`config.mk`:
```
export PLATFORM = sky130hd
export DESIGN_NAME = i2s_capture
export DESIGN_NICKNAME = d
export VERILOG_FILES = /design/src/rtl/i2s_capture.sv
export SDC_FILE = /design/constraint.sdc
export NUM_CORES = 1
export LEC_CHECK = 0
export CELL_PAD_IN_SITES_DETAIL_PLACEMENT = 1
export CELL_PAD_IN_SITES_GLOBAL_PLACEMENT = 2
export CORE_MARGIN = 1.5
export CORE_UTILIZATION = 40
export CTS_BUF_LIST = sky130_fd_sc_hd__clkbuf_4 sky130_fd_sc_hd__clkbuf_8 sky130_fd_sc_hd__clkbuf_16
export CTS_CLUSTER_DIAMETER = 120
export DETAILED_ROUTE_END_ITERATION = 8
export PLACE_DENSITY = 0.79
export SYNTH_ARGS = -nofsm -noshare
export SYNTH_HDL_FRONTEND = slang
export SYNTH_SLANG_ARGS = --single-unit
```
`constraint.sdc`:
```
create_clock -name sck -period 6.6 [get_ports sck]
set_input_delay 1.32 -clock sck [delete_from_list [all_inputs] [get_ports sck]]
set_output_delay 1.32 -clock sck [all_outputs]
set_load 0.01 [all_outputs]
```
`src/rtl/i2s_capture.sv`:
```
// i2s_capture: stereo I2S receiver; channel-tagged samples buffered in a FWFT FIFO.
// Define I2S_CAPTURE_SIGN_EXT_EN for right-justified, sign-extended output words.
module i2s_capture #(
  parameter int SAMPLE_W   = 24,
  parameter int SLOT_W     = 32,
  parameter int OUT_W      = 32,
  parameter int FIFO_DEPTH = 4
) (
  input  logic                          sck,
  input  logic                          rst,
  input  logic                          start,
  input  logic                          ws,
  input  logic                          sd,
  input  logic                          rdy_in,
  output logic                          vld_out,
  output logic [OUT_W-1:0]              data_out,
  output logic                          ch_out,
  output logic [$clog2(FIFO_DEPTH):0]   level,
  output logic                          overflow,
  output logic                          frame_err
);
  localparam int AW = $clog2(FIFO_DEPTH);
  localparam int CW = $clog2(SLOT_W + 1);
  localparam logic [CW-1:0] LAST = CW'(SAMPLE_W);
  typedef enum logic [1:0] {IDLE, SYNC, CAP} state_t;
  state_t state_q, state_d;
  logic ws_q, ch_q, ch_d, ovf_q, ovf_d, ferr_q, ferr_d;
  logic [CW-1:0] cnt_q, cnt_d;
  logic [SAMPLE_W-1:0] sh_q, sh_d;
  logic [AW-1:0] wr_q, wr_d, rd_q, rd_d;
  logic [AW:0] lvl_q, lvl_d;
  logic [OUT_W-1:0] mem_q [FIFO_DEPTH];
  logic mch_q [FIFO_DEPTH];
  logic [OUT_W-1:0] word;
  logic ws_edge, slot_go, push, pop, full, wr_en;
`ifdef I2S_CAPTURE_SIGN_EXT_EN
  assign word = OUT_W'(signed'(sh_q));
`else
  assign word = OUT_W'(sh_q) << (OUT_W - SAMPLE_W);
`endif
  assign vld_out   = lvl_q != '0;
  assign data_out  = vld_out ? mem_q[rd_q] : '0;
  assign ch_out    = vld_out & mch_q[rd_q];
  assign level     = lvl_q;
  assign overflow  = ovf_q;
  assign frame_err = ferr_q;
  // cnt counts captured bits; LAST means word complete, LAST+1 means already pushed
  always_comb begin
    ws_edge = ws != ws_q;
    slot_go = ws_edge && state_q != IDLE;
    push    = state_q == CAP && cnt_q == LAST;
    pop     = vld_out && rdy_in;
    full    = lvl_q == (AW+1)'(FIFO_DEPTH);
    wr_en   = push && (!full || pop);
    state_d = (state_q == IDLE && start) ? SYNC : (state_q == SYNC && ws_edge) ? CAP : state_q;
    cnt_d   = slot_go ? '0 : (state_q == CAP && cnt_q <= LAST) ? cnt_q + 1'b1 : cnt_q;
    sh_d    = (state_q == CAP && !ws_edge && cnt_q < LAST) ? {sh_q[SAMPLE_W-2:0], sd} : sh_q;
    ch_d    = slot_go ? ws : ch_q;
    ferr_d  = ferr_q | (state_q == CAP && ws_edge && cnt_q < LAST);
    ovf_d   = ovf_q | (push && full && !pop);
    wr_d    = wr_en ? wr_q + 1'b1 : wr_q;
    rd_d    = pop ? rd_q + 1'b1 : rd_q;
    lvl_d   = lvl_q + (AW+1)'(wr_en) - (AW+1)'(pop);
  end
  always_ff @(posedge sck or posedge rst) begin
    if (rst) begin
      state_q <= IDLE;
      ws_q    <= 1'b0;
      ch_q    <= 1'b0;
      cnt_q   <= '0;
      sh_q    <= '0;
      wr_q    <= '0;
      rd_q    <= '0;
      lvl_q   <= '0;
      ovf_q   <= 1'b0;
      ferr_q  <= 1'b0;
    end else begin
      state_q <= state_d;
      ws_q    <= ws;
      ch_q    <= ch_d;
      cnt_q   <= cnt_d;
      sh_q    <= sh_d;
      wr_q    <= wr_d;
      rd_q    <= rd_d;
      lvl_q   <= lvl_d;
      ovf_q   <= ovf_d;
      ferr_q  <= ferr_d;
    end
  end
  always_ff @(posedge sck) begin
    if (wr_en) begin
      mem_q[wr_q] <= word;
      mch_q[wr_q] <= ch_q;
    end
  end
endmodule

```
== Word-level counts from Yosys, hierarchy flattened ==
Memories as Yosys holds them, arrays and structs flattened.
Cells that the tools add are included.

* Add/sub/neg operators: 5
* Order comparisons: 2
* Eq/ne operators: 5
* Muxes and demuxes: 7
* Bitwise logic cells: 3
* Reductions and logical operators: 22

{| class="wikitable"
|+ Operators by type and width
! cell !! count
|-
| 32-bit 2-to-1 mux || 1
|-
| 1-bit logical AND || 13
|-
| 6-bit 2-to-1 mux || 2
|-
| 6-bit by 1-bit adder with 6-bit output (second input constant) || 1
|-
| 6-bit by 5-bit == test with 1-bit output (second input constant) || 1
|-
| 6-bit by 5-bit <= comparator with 1-bit output (second input constant) || 1
|-
| 6-bit by 5-bit < comparator with 1-bit output (second input constant) || 1
|-
| 2-bit nonzero test || 3
|-
| 2-bit by 1-bit adder with 2-bit output (second input constant) || 2
|-
| 2-bit 2-to-1 mux || 2
|-
| 3-bit by 1-bit adder with 3-bit output || 1
|-
| 3-bit == test (second input constant) || 1
|-
| 1-bit logical NOT || 3
|-
| 3-bit nonzero test || 1
|-
| 3-bit by 1-bit subtractor with 3-bit output || 1
|-
| 2-bit by 1-bit == test with 1-bit output (second input constant) || 1
|-
| 2-bit == test (second input constant) || 1
|-
| 2-bit logical NOT || 1
|-
| 1-bit 2-to-1 mux || 2
|-
| 1-bit OR || 2
|-
| 1-bit AND || 1
|-
| 1-bit logical OR || 1
|-
| 1-bit inequality test || 1
|}

* Bits in registers: 43
* RAM bits: 100
* Input bits: 6
* Memories: 2

{| class="wikitable"
|+ Memories
! name !! depth !! bits a word !! read ports !! clocked after Yosys merged registers in !! write ports !! line !! text
|-
| mem_q || 4 || 24 || 1 || 0 || 1 || 32 || <nowiki>logic [OUT_W-1:0] mem_q [FIFO_DEPTH];</nowiki>
|-
| mch_q || 4 || 1 || 1 || 0 || 1 || 33 || <nowiki>logic mch_q [FIFO_DEPTH];</nowiki>
|}

== Depth between registers and ports, before layout ==
Gate-level depths: netlist (run 1).

* Depth after elaboration: 6
* Gate-level depth with buffers: 12

== Worst setup path after synthesis (run 1) ==
OpenSTA, ideal clock, no wires.

* Path type: input to register
* Start: input rdy_in
* End: register lvl_q[2] (netlist: level[2])
* Library setup time: 0.123 ns
* Arrival: 2.875 ns
* Data required time: 6.477 ns
* Path slack: 3.603 ns
* Stages: 9
* Cells stage by stage: nor4b_1 > nor3b_2 > inv_1 > ha_1 > inv_1 > ha_1 > fa_1 > xnor2_1 > xnor2_1

* Cells in the longest elaborated chain, start to end: 5

{| class="wikitable"
|+ RTL lines
! what !! line !! text
|-
| start: declaration || 14 || <nowiki>input logic rdy_in,</nowiki>
|-
| 1-bit logical AND (*) || 52 || <nowiki>pop = vld_out && rdy_in;</nowiki>
|-
| 1-bit logical OR || 54 || <nowiki>wr_en = push && (!full || pop);</nowiki>
|-
| 1-bit logical AND || 54 ||
|-
| 3-bit by 1-bit adder with 3-bit output || 63 || <nowiki>lvl_d = lvl_q + (AW+1)'(wr_en) - (AW+1)'(pop);</nowiki>
|-
| 3-bit by 1-bit subtractor with 3-bit output (*) || 63 ||
|-
| via lvl_d[2] || 31 || <nowiki>logic [AW:0] lvl_q, lvl_d;</nowiki>
|-
| end signal: assignment || 85 || <nowiki>lvl_q <= lvl_d;</nowiki>
|-
| end: declaration || 31 ||
|}

The timed path passes the listed nets; every way through them passes the cells marked *.
A chain may end at the register's enable or synchronous reset.

== Final worst setup path (run 1) ==
* Start: register rd_q[0]
* End: output data_out[29]

* Cells in the longest elaborated chain, start to end: 2

{| class="wikitable"
|+ RTL lines
! what !! line !! text
|-
| start: declaration || 30 || <nowiki>logic [AW-1:0] wr_q, wr_d, rd_q, rd_d;</nowiki>
|-
| start signal: assignment || 84 || <nowiki>rd_q <= rd_d;</nowiki>
|-
| memory read 4 x 24 bit || - ||
|-
| 32-bit 2-to-1 mux || 42 || <nowiki>assign data_out = vld_out ? mem_q[rd_q] : '0;</nowiki>
|-
| end: declaration || 16 || <nowiki>output logic [OUT_W-1:0] data_out,</nowiki>
|}

No other way between the ends.

==> flow_metrics.py, run 1 <==
metrics = {
    "timing": {
        "worst_slack_ns": 2.62,
        "fin_skew_ns": 0.00579,
        "final-setup-viol-count": 0,
        "worstMarginPinSlew_ns": 0.862,
        "final_max_slew_viol_count": 0,
        "slew_headroom": 0.425,
        "fin_worst_hold_slack_ns": 0.484,
        "final_critical_delay_including_setup_and_external_delays_ns": 3.98,
        "achievable-frequency_ghz": 0.252,
        "min_period_over_period": 0.602,
        "fin_setup_tns_ns": 0,
        "grt_setup_unrepaired": "no",
        "final_hold_viol_count": 0,
    },
    "clock_tree": {
        "cts_resized": 0,
        "insertion_delay_ns": 0.42,
        "cts-hold-fix-buffers": 0,
        "clockBufferDepth": 2,
        "clock-root-buffer": "sky130_fd_sc_hd__clkbuf_16",
        "h-tree-depth": 4,
        "tritoncts_clock_tree": "built",
        "cts_inserted_buffers": 17,
        "clkSlewWorstSetupHoldPaths_ns": 0.05,
        "cts_setup_buffers": 0,
        "clock_sink_count": 143,
    },
    "drt": {
        "detail_route.vias_per_cell": 4.88,
        "drt_wl_total_mm": 9.66,
        "antenna_left": 0,
        "drt_iter0_drc": 168,
        "via_count": 2674,
        "wl_per_cell_um": 17.6,
        "drt_pass1_iterations": 4,
        "drt_drc_violations_left": 0,
    },
    "final_layout": {
        "area_taken_by_multi_input_logic_gates_sq_mm": 0.00146,
        "register_area_sq_mm": 0.00408,
        "n_antenna_cell": 0,
        "area.growth.synth_to_final_pct": 18.4,
        "filler_cell_count": 1301,
        "final_layout_size_suffix_gt1_frac": 0.239,
        "num-nets-final": 370,
    },
    "yosys": {
        "yosys.cell_count.top_type": "sky130_fd_sc_hd__edfxtp_1",
        "syn_avg_cell_area_sq_um": 18.6,
        "netlist.area_leader.share": 0.528,
        "synthesis.area_sq_mm": 0.00568,
        "ys_seq_area_frac": 0.718,
        "number_of_synthesized_flops_with_an_enable_pin": 100,
        "most_frequent_cells_after_synthesis": "sky130_fd_sc_hd__edfxtp_1 (100), sky130_fd_sc_hd__dfrtp_1 (43), sky130_fd_sc_hd__and2_1 (30)",
        "ys_top_cells_by_area": "sky130_fd_sc_hd__edfxtp_1 (53%), sky130_fd_sc_hd__dfrtp_1 (19%), sky130_fd_sc_hd__mux4_2 (9.9%), sky130_fd_sc_hd__mux2_2 (5.0%), sky130_fd_sc_hd__and2_1 (3.3%)",
        "synthesized_instance_count": 305,
        "async_reset_ff_frac": 0.301,
        "synthDistinctLibCells": 34,
        "synth.largest_area_cell": "sky130_fd_sc_hd__edfxtp_1",
        "yosysWarningCount": 0,
        "ys_ff_latch": 143,
        "synth-main-ff-cell": "sky130_fd_sc_hd__edfxtp_1",
    },
    "critical_path": {
        "cp_cell_sequence": "buf_4 -> mux4_2 -> and2_1 -> clkdlybuf4s50_1",
        "critPathKind": "reg -> out",
        "critical_path_peak_fanout": 23,
        "critical_path.slowest_cell": "sky130_fd_sc_hd__mux4_2",
        "cpLargestDelayFamily": "buffers and inverters",
        "critical_path_required_ns": 5.28,
        "cp_data_arrival_time_ns": 2.66,
        "crit_path_start_kind": "flip-flop",
        "number_of_buffers_and_inverters_on_the_critical_path": 2,
        "timing.critical_path.slowest_cell_delay_ns": 0.57,
        "end_kind": "output port",
    },
    "global_route": {
        "global_route_wire_length_before_repair_mm": 15.3,
        "grt_pass1_vias": 2793,
        "grt-ovfl-total": 0,
        "antenna_violations_before_repair": 0,
        "grt_max_degree": 44,
        "gr-usage-all-layers": 0.144,
    },
    "min_path": {
        "hold_class": "reg -> reg",
    },
    "placed_design": {
        "post-place-ws_ns": 2.89,
        "io_buffers": 36,
        "dp_hpwl_mm": 5.56,
        "gp_routability_congestion": 0.724,
    },
    "floorplanning": {
        "dieArea_sq_mm": 0.0149,
        "die_y_um": 122,
        "die_x_um": 122,
        "initial_utilization": 0.410,
        "fp.coreArea_sq_mm": 0.0139,
        "design.portCount": 45,
        "std_cell_rows": 43,
    },
    "outcome": {
        "status": "complete, no violations",
    },
    "pwr": {
        "cellLeakagePower_uw": 0.00250,
        "pwr_density_cell_mw_per_mm2": 413,
        "sw_frac_of_total": 0.270,
        "total_power_uw": 2780,
        "net-switching-power_uw": 751,
        "sequentialPowerShare": 0.455,
        "comb_power_share": 0.252,
        "ir_drop_mv": 0.165,
        "p_int_uw": 2030,
        "clock_network_power_share": 0.293,
    },
    "job": {
        "maxCapViolations": 0,
    },
}
==> registers in the layout, indices dropped and copies added, names as in the netlist <==
register   flops
cnt_q          6
mem_q         96
mch_q          4
ws_q           1
sh_q          24
state_q        2
wr_q           2
overflow       1
rd_q           2
level          3
frame_err      1
ch_q           1
==> power by group through the flow <==
| stage | logic, uW | registers (uW) | clock network (uW) |
|---|---|---|---|
| 4_1_cts | 719 | 1270 | 838 |
| 5_1_grt | 765 | 1290 | 872 |
| 3_3_place_gp | 704 | 1270 | 0 |
| 2_1_floorplan | 476 | 1220 | 0 |
| 6_report | 700 | 1260 | 816 |
| 3_5_place_dp | 719 | 1280 | 0 |
==> worst paths after layout <==
check	startpoint	endpoint	slack (ns)	depth (start not counted)
max in group asynchronous	rst	sh_q[12]	4.84	3
min in group asynchronous	rst	level[0]	1.36	3
worst max-delay path	rd_q[0]	data_out[29]	2.62	4
worst min-delay path	overflow	overflow	0.48	1
worst min register to register	overflow	overflow	0.48	1
worst max register to register	level[1]	level[2]	3.72	8
==> cell type report <==
type	count	area share
well taps	180	0.0335
inverters	11	0.00614
multi-input cells	139	0.217
clock inverters	11	0.00763
clock buffers	21	0.0677
flip-flops and latches	143	0.606
repair buffers	43	0.0614
==> metal layers <==
layer | track usage | wire length, um
met2 | 0.230 | 4770
met3 | 0.0520 | 377
met5 | 0 | 0
met1 | 0.178 | 4360
met4 | 0.0567 | 150
==> kinds of logic after synthesis <==
logic type	after synthesis	share of synthesized area
xor gates and xnor gates	8	0.0123
AOI/OAI and AO/OA	10	0.0112
adders and majority gates	9	0.0211
and+or+nand+nor	53	0.0570
buffers and inverters	30	0.0297
DFF	143	0.718
muxes	51	0.150
other	1	0.000660
==> worst register-to-register path, stage by stage, from the launching register on <==
cell	delay (ns)
sky130_fd_sc_hd__dfrtp_1	0.41
sky130_fd_sc_hd__or3_1	0.76
sky130_fd_sc_hd__and2_1	0.40
sky130_fd_sc_hd__ha_1	0.30
sky130_fd_sc_hd__inv_1	0.04
sky130_fd_sc_hd__ha_1	0.18
sky130_fd_sc_hd__fa_1	0.38
sky130_fd_sc_hd__xnor2_1	0.19
sky130_fd_sc_hd__xnor2_1	0.14
==> per-stage QoR <==
step	cell area, sq um	util	instances
after detailed placement	6220	0.448	516
final	6730	0.485	548
after global placement	6220	0.448	516
after CTS	6730	0.485	548
after global routing	6730	0.485	548
after floorplan	5710	-	312
==> placed cells by master (no fill, tap or decap) <==
cell type and n:
sky130_fd_sc_hd__edfxtp_1 100, sky130_fd_sc_hd__dfrtp_1 43, sky130_fd_sc_hd__clkdlybuf4s50_1 36, sky130_fd_sc_hd__and2_1 30, sky130_fd_sc_hd__mux2_2 25, sky130_fd_sc_hd__mux4_2 25
sky130_fd_sc_hd__clkbuf_16 17, sky130_fd_sc_hd__inv_1 10, sky130_fd_sc_hd__ha_1 8, sky130_fd_sc_hd__conb_1 8, sky130_fd_sc_hd__buf_4 7, sky130_fd_sc_hd__xnor2_1 6
sky130_fd_sc_hd__nand2_1 6, sky130_fd_sc_hd__nor2_1 6, sky130_fd_sc_hd__clkinv_1 6, sky130_fd_sc_hd__clkinv_2 5, sky130_fd_sc_hd__o21ai_0 4, sky130_fd_sc_hd__clkbuf_4 4
sky130_fd_sc_hd__nor2b_1 2, sky130_fd_sc_hd__o21bai_1 2, sky130_fd_sc_hd__xor2_1 2, sky130_fd_sc_hd__nor3b_4 1, sky130_fd_sc_hd__nand3_2 1, sky130_fd_sc_hd__nor4b_1 1
sky130_fd_sc_hd__nand3_1 1, sky130_fd_sc_hd__nor3b_2 1, sky130_fd_sc_hd__mux2i_1 1, sky130_fd_sc_hd__or3_1 1, sky130_fd_sc_hd__a21oi_1 1, sky130_fd_sc_hd__or2_2 1
sky130_fd_sc_hd__o211ai_1 1, sky130_fd_sc_hd__nand4_1 1, sky130_fd_sc_hd__nor3_1 1, sky130_fd_sc_hd__a211oi_1 1, sky130_fd_sc_hd__a41oi_1 1, sky130_fd_sc_hd__fa_1 1
sky130_fd_sc_hd__clkinvlp_4 1
(Power assumes the default switching activity.)
==> run 2, diff against run 1 <==
clock period = 3.7 ns   (was 6.6 ns; I/O delays follow)
==> flow_metrics.py, run 2 (same netlist as run 1, synthesis figures left out) <==
metrics = {
    "final_layout": {
        "largest_reg_flops": 96,
        "most-common-layout-cells": "sky130_fd_sc_hd__edfxtp_1 (100), sky130_fd_sc_hd__dfrtp_1 (43), sky130_fd_sc_hd__clkdlybuf4s50_1 (36), sky130_fd_sc_hd__and2_1 (30)",
        "registers.top_by_ff_count": "mem_q",
        "most_frequent_standard_cell_in_the_layout_excluding_fill_and_tap_cells": "sky130_fd_sc_hd__edfxtp_1",
        "filler_cell_count": 1286,
        "num-nets-final": 373,
        "final_layout_size_suffix_gt1_frac": 0.251,
        "reg.largest.list": "mem_q x96, sh_q x24, cnt_q x6",
        "final_util": 0.492,
        "area.growth.synth_to_final_pct": 20.1,
        "n_antenna_cell": 0,
    },
    "drt": {
        "drt_pass1_iterations": 4,
        "detail_route.vias_per_cell": 4.98,
        "drt_drc_violations_left": 0,
        "wl_per_cell_um": 18.7,
        "antenna_left": 0,
        "drt_wl_total_mm": 10.3,
        "drt_iter0_drc": 140,
        "via_count": 2746,
    },
    "pwr": {
        "sequentialPowerShare": 0.427,
        "sw_frac_of_total": 0.266,
        "p_int_uw": 3820,
        "cellLeakagePower_uw": 0.00255,
        "pwr_density_cell_mw_per_mm2": 764,
        "comb_power_share": 0.251,
        "ir_drop_mv": 0.379,
        "net-switching-power_uw": 1390,
        "clock_network_power_share": 0.322,
    },
    "timing": {
        "fin_setup_tns_ns": 0,
        "worstMarginPinSlew_ns": 1.06,
        "final-setup-viol-count": 0,
        "final_max_slew_viol_count": 0,
        "grt_setup_unrepaired": "no",
        "slew_headroom": 0.289,
        "final_critical_delay_including_setup_and_external_delays_ns": 3.11,
        "fin_skew_ns": 0.00681,
        "min_period_over_period": 0.840,
        "achievable-frequency_ghz": 0.322,
        "final_hold_viol_count": 0,
    },
    "global_route": {
        "global_route_wire_length_before_repair_mm": 16.9,
        "grt_pass1_vias": 3085,
        "gr-usage-all-layers": 0.157,
        "grt-ovfl-total": 0,
        "antenna_violations_before_repair": 0,
        "grt_max_degree": 28,
    },
    "critical_path": {
        "cp_data_arrival_time_ns": 2.37,
        "timing.critical_path.slowest_cell_delay_ns": 0.57,
        "critical_path_peak_fanout": 18,
        "cpLargestDelayFamily": "buffers and inverters",
        "cp_cell_sequence": "buf_4 -> mux4_2 -> and2_1 -> clkdlybuf4s50_1",
        "critPathKind": "reg -> out",
        "critical_path_required_ns": 2.96,
        "critical_path.slowest_cell": "sky130_fd_sc_hd__mux4_2",
        "crit_path_start_kind": "flip-flop",
        "number_of_buffers_and_inverters_on_the_critical_path": 2,
        "end_kind": "output port",
    },
    "floorplanning": {
        "die_y_um": 122,
        "initial_utilization": 0.410,
        "dieArea_sq_mm": 0.0149,
        "design.portCount": 45,
        "std_cell_rows": 43,
        "die_x_um": 122,
        "fp.coreArea_sq_mm": 0.0139,
    },
    "clock_tree": {
        "tritoncts_clock_tree": "built",
        "cts_resized": 0,
        "cts_inserted_buffers": 17,
        "clkSlewWorstSetupHoldPaths_ns": 0.06,
        "clock_sink_count": 143,
        "insertion_delay_ns": 0.41,
        "h-tree-depth": 4,
        "cts_setup_buffers": 0,
        "clock-root-buffer": "sky130_fd_sc_hd__clkbuf_16",
        "clockBufferDepth": 2,
        "cts-hold-fix-buffers": 0,
    },
    "outcome": {
        "status": "complete, no violations",
    },
    "job": {
        "maxCapViolations": 0,
    },
    "min_path": {
        "hold_class": "reg -> reg",
    },
    "placed_design": {
        "dp_hpwl_mm": 5.84,
        "gp_routability_congestion": 0.715,
        "io_buffers": 36,
    },
}
==> run 2: cell count changes in the layout (fill, tap and decap cells not counted) <==
cell,delta
sky130_fd_sc_hd__clkinv_4,+2
sky130_fd_sc_hd__bufinv_16,+3
sky130_fd_sc_hd__clkinv_2,+1
sky130_fd_sc_hd__buf_4,+3
sky130_fd_sc_hd__clkbuf_4,-3
sky130_fd_sc_hd__clkinv_1,-2
sky130_fd_sc_hd__clkinvlp_4,-1
==> run 2: path summary, 6_finish.rpt <==
path / from / end / slack [ns] / cells after the start
min in group asynchronous: rst / level[0] / 0.76 / 2
worst min register to register: overflow / overflow / 0.48 / 1
worst max register to register: level[1] / level[2] / 0.91 / 8
worst max-delay path: rd_q[0] / data_out[11] / 0.59 / 4
max in group asynchronous: rst / sh_q[5] / 2.18 / 3
worst min-delay path: overflow / overflow / 0.48 / 1
==> run 2: per-layer routing <==
| metal | track usage | vias up | part of all wire | wire length [um] |
|---|---|---|---|---|
| met4 | 0.0698 | 0 | 0.020 | 208 |
| met2 | 0.259 | 54 | 0.50 | 5170 |
| met3 | 0.0407 | 17 | 0.036 | 367 |
| met1 | 0.196 | 1438 | 0.44 | 4550 |
| met5 | 0 | - | 0 | 0 |
| li1 | - | 1237 | - | - |
==> run 2: layout make-up <==
class	count	area (sq um)	area share
clock inverters	14	149	0.0218
well taps	180	225	0.0330
clock buffers	18	433	0.0634
repair buffers	46	435	0.0638
flip-flops and latches	143	4080	0.598
inverters	11	41.3	0.00605
multi-input cells	139	1460	0.214
==> run 2: per-stage QoR <==
| stage | std cells | setup slack (ns) | hold slack (ns) | power (uW) | area (sq um) |
|---|---|---|---|---|---|
| 3_3_place_gp | 519 | 0.691 | 0.461 | 3530 | 6240 |
| 3_5_place_dp | 519 | 0.602 | 0.461 | 3590 | 6240 |
| 4_1_cts | 551 | 0.502 | 0.486 | 5290 | 6830 |
| 2_1_floorplan | 312 | 1.21 | 0.457 | 3030 | 5710 |
| 5_1_grt | 551 | 0.402 | 0.496 | 5480 | 6830 |
| 6_report | 551 | 0.591 | 0.483 | 5210 | 6830 |
==> run 2: power by group through the flow <==
stage | Combinational [uW] | Sequential (uW) | Clock, uW
6_report | 1310 | 2230 | 1680
5_1_grt | 1430 | 2270 | 1780
4_1_cts | 1340 | 2230 | 1720
3_5_place_dp | 1330 | 2250 | 0
3_3_place_gp | 1310 | 2220 | 0
2_1_floorplan | 848 | 2180 | 0
==> run 3, diff against run 2 <==
PLACE_DENSITY = 0.82   (was 0.79)
clock period = 2.7 ns   (was 3.7 ns; I/O delays follow)
==> flow_metrics.py, run 3 (same netlist as run 1, synthesis figures left out) <==
metrics = {
    "outcome": {
        "status": "complete, no violations",
    },
    "placed_design": {
        "numPlacedInstances": 525,
        "gp_routability_congestion": 0.787,
        "placement.cell_area_sq_mm": 0.00635,
        "io_buffers": 36,
        "dp_hpwl_mm": 6.19,
        "post-place-ws_ns": -0.0983,
    },
    "global_route": {
        "grt_pass1_vias": 2955,
        "grt-ovfl-total": 0,
        "gr-usage-all-layers": 0.159,
        "grt_max_degree": 44,
        "global_route_wire_length_before_repair_mm": 17.0,
        "antenna_violations_before_repair": 0,
    },
    "pwr": {
        "cellLeakagePower_uw": 0.00271,
        "ir_drop_mv": 0.510,
        "pwr_density_cell_mw_per_mm2": 1040,
    },
    "floorplanning": {
        "die_y_um": 122,
        "dieArea_sq_mm": 0.0149,
        "fp.coreArea_sq_mm": 0.0139,
        "die_x_um": 122,
        "design.portCount": 45,
        "initial_utilization": 0.410,
        "std_cell_rows": 43,
    },
    "critical_path": {
        "critical_path_peak_fanout": 6,
        "end_kind": "output port",
        "crit_path_start_kind": "flip-flop",
        "critical_path.slowest_cell": "sky130_fd_sc_hd__mux4_2",
        "timing.critical_path.slowest_cell_delay_ns": 0.50,
        "critPathKind": "reg -> out",
        "cp_data_arrival_time_ns": 2.08,
        "critical_path_required_ns": 2.16,
        "cp_cell_sequence": "buf_8 -> mux4_2 -> and2_1 -> clkdlybuf4s50_1",
    },
    "timing": {
        "worstMarginPinSlew_ns": 0.571,
        "final_hold_viol_count": 0,
        "achievable-frequency_ghz": 0.381,
        "fin_skew_ns": 0.00412,
        "final-setup-viol-count": 0,
        "final_critical_delay_including_setup_and_external_delays_ns": 2.62,
        "slew_headroom": 0.619,
        "fin_setup_tns_ns": 0,
        "min_period_over_period": 0.971,
        "final_max_slew_viol_count": 0,
        "worst_slack_ns": 0.0771,
    },
    "clock_tree": {
        "clock-root-buffer": "sky130_fd_sc_hd__clkbuf_16",
        "clkSlewWorstSetupHoldPaths_ns": 0.06,
        "cts-hold-fix-buffers": 0,
        "cts_inserted_buffers": 17,
        "clock_sink_count": 143,
        "insertion_delay_ns": 0.41,
        "tritoncts_clock_tree": "built",
        "clockBufferDepth": 2,
        "h-tree-depth": 4,
    },
    "final_layout": {
        "final_util": 0.505,
        "filler_cell_count": 1283,
        "registers.top_by_ff_count": "mem_q",
        "most-common-layout-cells": "sky130_fd_sc_hd__edfxtp_1 (100), sky130_fd_sc_hd__dfrtp_1 (42), sky130_fd_sc_hd__and2_1 (30), sky130_fd_sc_hd__mux2_2 (25), sky130_fd_sc_hd__mux4_2 (25)",
        "area.growth.synth_to_final_pct": 23.4,
        "num-nets-final": 382,
        "post-route-cell-area_sq_mm": 0.00701,
        "reg.largest.list": "mem_q x96, sh_q x24, cnt_q x6",
        "largest_reg_flops": 96,
        "most_frequent_standard_cell_in_the_layout_excluding_fill_and_tap_cells": "sky130_fd_sc_hd__edfxtp_1",
        "final_cell_count_no_fill": 560,
        "n_antenna_cell": 0,
        "final_layout_size_suffix_gt1_frac": 0.282,
    },
    "drt": {
        "detail_route.vias_per_cell": 4.85,
        "antenna_left": 0,
        "drt_drc_violations_left": 0,
        "drt_iter0_drc": 137,
        "via_count": 2714,
        "wl_per_cell_um": 18.7,
        "drt_wl_total_mm": 10.5,
        "drt_pass1_iterations": 5,
    },
    "min_path": {
        "hold_class": "reg -> reg",
    },
    "job": {
        "maxCapViolations": 0,
    },
}
-- run 3: layout make-up --
type | instances | area (sq um) | share of cell area
Tap cell | 180 | 225 | 0.0321
Timing Repair Buffer | 55 | 574 | 0.0819
Inverter | 11 | 41.3 | 0.00589
Multi-Input combinational cell | 139 | 1480 | 0.211
Clock buffer | 20 | 448 | 0.0639
Sequential cell | 143 | 4080 | 0.582
Clock inverter | 12 | 168 | 0.0239
-- run 3: metrics by stage --
step                      total power (uW)  hold WS, ns
final                                 7290        0.479
after global routing                  7660        0.502
after CTS                             7390        0.486
after detailed placement              4960        0.466
after global placement                4870        0.463
after floorplan                       4150        0.457
-- run 3: final timing paths --
path | from | slack (ns) | endpoint | cells after the start
hold / removal | overflow | 0.48 | overflow | 1
setup reg to reg | cnt_q[0] | 0.18 | level[2] | 12
max in group asynchronous | rst | 1.71 | rd_q[0] | 3
setup / recovery | rd_q[0] | 0.08 | data_out[30] | 4
min in group asynchronous | rst | 0.57 | level[0] | 3
hold reg to reg | overflow | 0.48 | overflow | 1
-- run 3: worst max-delay path, delay by kind of cell, from the launching register on --
family	cells	cell delay (ns)
buf+inv	2	0.62
mux	1	0.50
flops	1	0.39
simple gates	1	0.16
-- run 3: repair_timing --
action / CTS / global route
pin swaps: 0 / 0
setup endpoints to repair: 25 / 15
endpoints found under the hold margin: 0 / 0
setup buffers: 2 / 1
cloned: 1 / 0
gates resized for setup: 24 / 7
-- run 3: where the power goes --
part	switching (uW)	internal, uW	total, uW
clock network	844	1560	2410
logic	774	1030	1810
registers	318	2760	3070
total	1940	5350	7290
-- run 3: layer usage --
layer / wire, um / global-route usage
met1: 4580 / 0.198
met2: 5390 / 0.260
met3: 349 / 0.0473
met4: 164 / 0.0654
met5: 0 / 0
